File: src/rtl/clk_div_pkg.sv
// Shared types and helpers for the clk_div_bank programmable divider.
package clk_div_pkg;

  localparam int unsigned CNT_W_DEFAULT = 32;

  typedef logic [CNT_W_DEFAULT-1:0] half_t;

  // Width of a channel index; a single-channel bank still gets a 1-bit select.
  function automatic int unsigned ch_idx_w(input int unsigned num_ch);
    return (num_ch > 1) ? $clog2(num_ch) : 1;
  endfunction

endpackage

File: src/rtl/clk_div_channel.sv
// One divider channel: half-period counter with active/shadow reload and registered outputs.
// The phase-restart input exists only when DIVBANK_SYNC_EN is defined.
module clk_div_channel
  import clk_div_pkg::*;
#(
  parameter int unsigned      CNT_W        = CNT_W_DEFAULT,
  parameter logic [CNT_W-1:0] DEFAULT_HALF = '1
) (
  input  logic             CLK,
  input  logic             RST,
  input  logic             en,
  input  logic             wr,
  input  logic [CNT_W-1:0] wr_half,
`ifdef DIVBANK_SYNC_EN
  input  logic             sync,
`endif
  output logic             clk_out,
  output logic             tick,
  output logic             pending
);

  logic [CNT_W-1:0] cnt;
  logic [CNT_W-1:0] active;
  logic [CNT_W-1:0] shadow;
  logic             restart;
  logic             term;
  logic             apply;

`ifdef DIVBANK_SYNC_EN
  assign restart = sync;
`else
  assign restart = 1'b0;
`endif

  assign term  = en && (cnt == active);
  // The shadow may only replace active while the counter is being cleared.
  assign apply = pending && (restart || !en || term);

  // NOTE: state uses non-blocking assignments so every register samples pre-edge values.
  always_ff @(posedge CLK or posedge RST) begin
    if (RST) begin
      cnt     <= '0;
      active  <= DEFAULT_HALF;
      shadow  <= DEFAULT_HALF;
      pending <= 1'b0;
      clk_out <= 1'b0;
      tick    <= 1'b0;
    end else begin
      if (restart || !en) begin
        cnt     <= '0;
        clk_out <= 1'b0;
        tick    <= 1'b0;
      end else if (term) begin
        cnt     <= '0;
        clk_out <= ~clk_out;
        tick    <= 1'b1;
      end else begin
        cnt     <= cnt + 1'b1;
        tick    <= 1'b0;
      end

      if (apply) begin
        active  <= shadow;
        pending <= 1'b0;
      end
      // NOTE: the later assignment wins, so a same-cycle write re-arms pending after an apply.
      if (wr) begin
        shadow  <= wr_half;
        pending <= 1'b1;
      end
    end
  end

endmodule

File: src/rtl/clk_div_bank.sv
// Multi-channel programmable clock divider with glitch-free half-period reload.
// Optional global phase restart (SYNC port) when DIVBANK_SYNC_EN is defined.
module clk_div_bank
  import clk_div_pkg::*;
#(
  parameter int unsigned NUM_CH       = 4,
  parameter int unsigned CNT_W        = CNT_W_DEFAULT,
  parameter int unsigned DEFAULT_HALF = 25000000,
  localparam int unsigned CH_IDX_W    = ch_idx_w(NUM_CH)
) (
  input  logic                CLK,
  input  logic                RST,
  input  logic [NUM_CH-1:0]   en,
  input  logic                wr_valid,
  input  logic [CH_IDX_W-1:0] wr_ch,
  input  logic [CNT_W-1:0]    wr_half,
`ifdef DIVBANK_SYNC_EN
  input  logic                SYNC,
`endif
  output logic [NUM_CH-1:0]   clk_out,
  output logic [NUM_CH-1:0]   tick,
  output logic [NUM_CH-1:0]   pending
);

  logic [NUM_CH-1:0] wr_sel;

  for (genvar i = 0; i < NUM_CH; i++) begin : g_ch
    // Out-of-range indices match no channel and are silently dropped.
    assign wr_sel[i] = wr_valid && (wr_ch == CH_IDX_W'(i));

    clk_div_channel #(
      .CNT_W        (CNT_W),
      .DEFAULT_HALF (CNT_W'(DEFAULT_HALF))
    ) u_ch (
      .CLK     (CLK),
      .RST     (RST),
      .en      (en[i]),
      .wr      (wr_sel[i]),
      .wr_half (wr_half),
`ifdef DIVBANK_SYNC_EN
      .sync    (SYNC),
`endif
      .clk_out (clk_out[i]),
      .tick    (tick[i]),
      .pending (pending[i])
    );
  end

endmodule

File: config.mk
export PLATFORM = sky130hd
export DESIGN_NAME = clk_div_bank
export DESIGN_NICKNAME = d
export VERILOG_FILES = /design/src/rtl/clk_div_pkg.sv /design/src/rtl/clk_div_channel.sv /design/src/rtl/clk_div_bank.sv
export SDC_FILE = /design/constraint.sdc
export NUM_CORES = 1
export LEC_CHECK = 0
export ABC_AREA = 1
export CORE_ASPECT_RATIO = 0.5
export CORE_MARGIN = 3
export CORE_UTILIZATION = 35
export DETAILED_ROUTE_END_ITERATION = 7
export REMOVE_ABC_BUFFERS = 1
export SLEW_MARGIN = 40
export SYNTH_ARGS = -nofsm -noshare
export SYNTH_HDL_FRONTEND = slang
export SYNTH_HIERARCHICAL = 1
export SYNTH_SLANG_ARGS = --single-unit
File: constraint.sdc
create_clock -name CLK -period 4.4 [get_ports CLK]
set_input_delay 0.88 -clock CLK [delete_from_list [all_inputs] [get_ports CLK]]
set_output_delay 0.88 -clock CLK [all_outputs]
set_load 0.03 [all_outputs]
# After elaboration in Yosys (flattened, before gate mapping)
# Index checks and enable logic that the tools add are counted.
[word_totals] reg_bits=396 in_bits=41 output_inout_bits=12 word_cells=100
[op_classes] addsub=4 n_eq_ne=11 n_mux=32 bitwise=4 n_reduce_logical=25
[ops] op="2-to-1 mux 32 bit" count=8
[ops] op="adder 32 x 1 -> 32 bit (second input constant)" count=4
[ops] op="== test 32 bit" count=4
[ops] op="2-to-1 mux 1 bit" count=24
[ops] op="logical AND 1 bit" count=12
[ops] op="inequality test 2 x 1 -> 1 bit (second input constant)" count=4
[ops] op="nonzero test 2 bit" count=4
[ops] op="== test 2 bit (second input constant)" count=2
[ops] op="logical NOT 1 bit" count=4
[ops] op="logical OR 1 bit" count=4
[ops] op="inverter 1 bit" count=4
[ops] op="== test 2 x 1 -> 1 bit (second input constant)" count=1
[ops] op="logical NOT 2 bit" count=1

# Longest topological paths before layout
[logic_depth] depth_word=6 ltp_mapped=13 ltp_nobuf=12

# Modules after synthesis
# Netlist, hierarchy kept.
[by_module_without_submodules] module="clk_div_channel" instances=4 cells_each=606 area_per_inst_um2=4839.6 seq_area_each_um2=2507.4
[by_module_without_submodules] module="clk_div_bank" instances=1 cells_each=8 area_per_inst_um2=30.0 seq_area_each_um2=0.0

# Worst setup path before layout
# No wires, ideal clock.
[synth_timing] kind="input to register" start="input port wr_ch[0]" end="register g_ch[2].u_ch.shadow[10]" setup_ps=117 arrival_ps=1629 t_required_ps=4283 setup_slack_ps=2654 cell_stages=8 n_path_buf=2 path_cell_list="inv_1 > nand2_1 > nor2_1 > clkbuf_1 > inv_1 > clkbuf_1 > nand2_1 > nand2_1"
[synth_via] elab_chain_cells=2
[synth_rtl] item="from (decl)" line_no="clk_div_bank.sv:15" text="input logic [CH_IDX_W-1:0] wr_ch,"
[synth_rtl] item="== test 2 bit" line_no="clk_div_bank.sv:29" text="assign wr_sel[i] = wr_valid && (wr_ch == CH_IDX_W'(i));"
[synth_rtl] item="logical AND 1 bit" line_no="clk_div_bank.sv:29"
[synth_rtl] item="net wr_sel[2]" line_no="clk_div_bank.sv:25" text="logic [NUM_CH-1:0] wr_sel;"
[synth_rtl] item="to (signal assigned)" line_no="clk_div_channel.sv:68" text="shadow <= wr_half;"
[synth_rtl] item="to (decl)" line_no="clk_div_channel.sv:24" text="logic [CNT_W-1:0] shadow;"
# The timed path passes the listed nets, and every way through them passes these cells.
# A chain may end at the register's enable or synchronous reset.

# Final worst setup path
[layout_timing] start="register g_ch[1].u_ch.pending" end="output port pending[1]"
[layout_rtl] item="from (decl)" line_no="clk_div_channel.sv:19" text="output logic pending"
[layout_rtl] item="from (signal assigned)" line_no="clk_div_channel.sv:45" text="pending <= 1'b0;"
[layout_rtl] item="from (signal assigned)" line_no="clk_div_channel.sv:64" text="pending <= 1'b0;"
[layout_rtl] item="from (signal assigned)" line_no="clk_div_channel.sv:69" text="pending <= 1'b1;"
[layout_rtl] item="to (decl)" line_no="clk_div_bank.sv:22" text="output logic [NUM_CH-1:0] pending"
# No word-level cell between the ends.

==> reports/results.tsv <==
metric	value	unit
layout cells sized above 1	9.160	%
Initial Util	35.72	%
clock power share	38.0	%
initial antenna violation count	0	
Pint	7.018	mW
std cell rows	60	
I/O pins	53	
clock buffer depth	3	
unrepaired setup endpoints after global routing	no	
top cells by area, synth	dfrtp_1 (39%), nand2_1 (20%), dfstp_2 (13%), nor2_1 (5.1%), xnor2_1 (5.1%)	
Gate Count Post-Synth	2432	
Min-Delay Startpoint	g_ch[1].u_ch/shadow[13]$_DFFE_PP1P_	
crit path cell chain	buf_4, clkdlybuf4s50_1	
Worst Tran Pin Value	0.7397	ns
Lkg Pwr	10.43	nW
clock buffer count from CTS	41	
Die X	338.9	um
Post-Syn Area per Cell	7.972	um2
DRT Pass-1 Iters	7	
H-tree Lvls	2	
CTS tree	done	
Worst Skew	0.01463	ns
crit path DAT	1.98	ns
kind of critical path	reg -> out	
r2r startpoint	g_ch[3].u_ch/active[16]$_DFFE_PP1P_	
fin crit share	64.90	%
Post-Syn Area	0.01939	mm2
hold-fix buffers at CTS	0	
Filler cells	5438	
synthesis-to-finish area growth	12.86	%
post-synth top area share	38.72	%
Hold Path Sink	g_ch[1].u_ch/shadow[13]$_DFFE_PP1P_	
max_cap viols	0	
DIE HEIGHT	172.4	um
grt total ovfl	0	
Max Fclk	0.3502	GHz
Post-synth top cells	nand2_1 (1018), dfrtp_1 (300), nor2_1 (264)	
Seq/Total Area, Yosys	51.73	%
post-synth top area cell	dfrtp_1	
run status	finished clean	
CTS root buf	clkbuf_16	
Residual DRC	0	
Worst Path Required	3.52	ns
placed instance count	3157	
Main synth FF type	dfrtp_1	
CP Max Fanout	35	
Combinational Power Share	13.7	%
final WL	51240	um
Clock Pin Slew Worst Setup and Hold Paths	0.06	ns
hpwl dp	34400	um
Hold WC Path Type	reg -> reg	
# Post-CTS Setup Buffers	0	
layout net count	2501	
pre-CTS WS	1.518	ns
startpoint types	register	
setup violation total in the final timing report	0	
core area	0.05428	mm2
Die Area	0.05843	mm2
first-pass GRT wire length	82750	um
vias post-DR	15185	
reg-to-reg setup timing slack	1.84	ns
clock sinks	396	
Min Clock Period, post-route	2.856	ns
register bit total from synthesis	396	
final cell count without fillers	3234	
Buffers on Ports	52	
asr flop ratio synth	100.0	%
gpl congestion	0.8895	
Initial DRC Count	1329	
Yosys Warn Count	6	
Final Hold Viols	0	
total track usage	17.71	%
top-count cell post-synth	nand2_1	
EDFF count, synth	0	
Switching Power	2.658	mW
post-synth cell types	24	
setup ws final	1.544	ns
WP buf/inv	2	
Rel. slew slack	50.23	%
Slew Limit Fails	0	
Sum Neg Setup Slack	0	ns
CP Capture Type	output port	
WL/cell	15.84	um
FF-to-FF End	g_ch[3].u_ch/active[15]$_DFFE_PP0P_	
vias per cell	4.695	
reg2reg path depth	10	
sequential share of power	48.3	%
Power Density	442.2	mW/mm2
largest net degree at the start of global routing	100	
VDD IR-drop max	0.2096	mV
delay-heaviest family, CP	buffers and inverters	
hold path depth	2	
Post-CTS Resized	0	
sw frac	27.47	%
Slowest cell on crit path	clkdlybuf4s50_1	
post-detailed-route count of antenna-violating nets	0	
vias in the first global route	14659	
Worst-Skew Late Latency	0.55	ns
max incr delay on CP	0.75	ns
## layout by cell type (no fill, tap or decap), drive strengths merged
cell type and instances:
nand2 1030, bufinv 4, nand3 180, nor2 280, ha 4, xnor2 112, clkdlybuf4s50 52, o31ai 4
clkinv 13, nand4 48, dfstp 96, inv 179, nor4 4, o21ai 12, nor3 28, xor2 64
dfrtp 300, clkbuf 62, buf 17, diode 1
## through the flow
stage / hold slack (ns) / power (mW) / util [%] / cell area [um2]
finish: 0.4608 / 9.675 / 40.31 / 21880
global route: 0.4756 / 10.22 / 40.31 / 21880
CTS: 0.4627 / 9.788 / 40.30 / 21880
detailed placement: 0.4533 / 6.064 / 37.69 / 20450
global placement: 0.4493 / 6.019 / 37.68 / 20450
floorplan: 0.4425 / 5.601 / - / 18830
## cells by family after synthesis
logic type	count (synthesis)	synth area share (%)
compound gates	16	0.4647
xor+xnor	176	7.950
buf+inv	270	6.415
flops	396	51.73
fa+ha+maj	4	0.2581
simple gates	1570	33.18
## worst max path at each step
stage | start | to | slack (ns) | depth (start not counted)
2_1_floorplan | RST | g_ch[0].u_ch/active[0]$_DFFE_PP0P_ | 0.97 | 1
3_3_place_gp | wr_ch[1] | g_ch[2].u_ch/shadow[0]$_DFFE_PP0P_ | 1.44 | 7
4_1_cts | g_ch[1].u_ch/pending$_DFFE_PP0P_ | pending[1] | 1.51 | 2
3_5_place_dp | en[3] | g_ch[3].u_ch/active[1]$_DFFE_PP0P_ | 1.52 | 5
6_report | g_ch[1].u_ch/pending$_DFFE_PP0P_ | pending[1] | 1.54 | 2
5_1_grt | g_ch[1].u_ch/pending$_DFFE_PP0P_ | pending[1] | 1.47 | 2
## metal layers
layer  share of wire (%)  wire (um)  GRT usage [%]  up-vias
met2                  44      22380          27.83      297
met5                   0          0              0        -
met4                 2.6       1356          5.126        0
met1                  49      25250          25.64     7282
met3                 4.4       2246          2.394       68
li1                    -          -              -     7538
## worst reg2reg max path: cells and delay by family (launching register included)
| kind | cells | cell delay, ns |
|---|---|---|
| XOR/XNOR | 1 | 0.11 |
| AND/OR/NAND/NOR | 9 | 1.78 |
| flip-flops | 1 | 0.56 |
## state kept, by name, summed over array words and instances (netlist names)
| signal | flops |
|---|---|
| g_ch.u_ch/active | 128 |
| g_ch.u_ch/cnt | 128 |
| g_ch.u_ch/tick | 4 |
| g_ch.u_ch/shadow | 128 |
| g_ch.u_ch/clk_out | 4 |
| g_ch.u_ch/pending | 4 |
## layout make-up
class,instances,area [um2],share of cell area [%]
Sequential cell,396,10030,45.84
Multi-Input combinational cell,1766,8125,37.13
Clock buffer,62,1247,5.701
Tap cell,744,930.9,4.254
Inverter,182,698.2,3.191
Timing Repair Buffer,69,673.1,3.076
Clock inverter,14,173.9,0.7948
Antenna cell,1,2.502,0.01144
## power groups by stage
stage | combinational (mW) | clock, mW | sequential [mW]
6_report | 1.33 | 3.68 | 4.67
2_1_floorplan | 0.980 | 0 | 4.62
3_5_place_dp | 1.35 | 0 | 4.72
5_1_grt | 1.56 | 3.93 | 4.73
4_1_cts | 1.35 | 3.77 | 4.67
3_3_place_gp | 1.30 | 0 | 4.72
(Power assumes the default switching activity.)
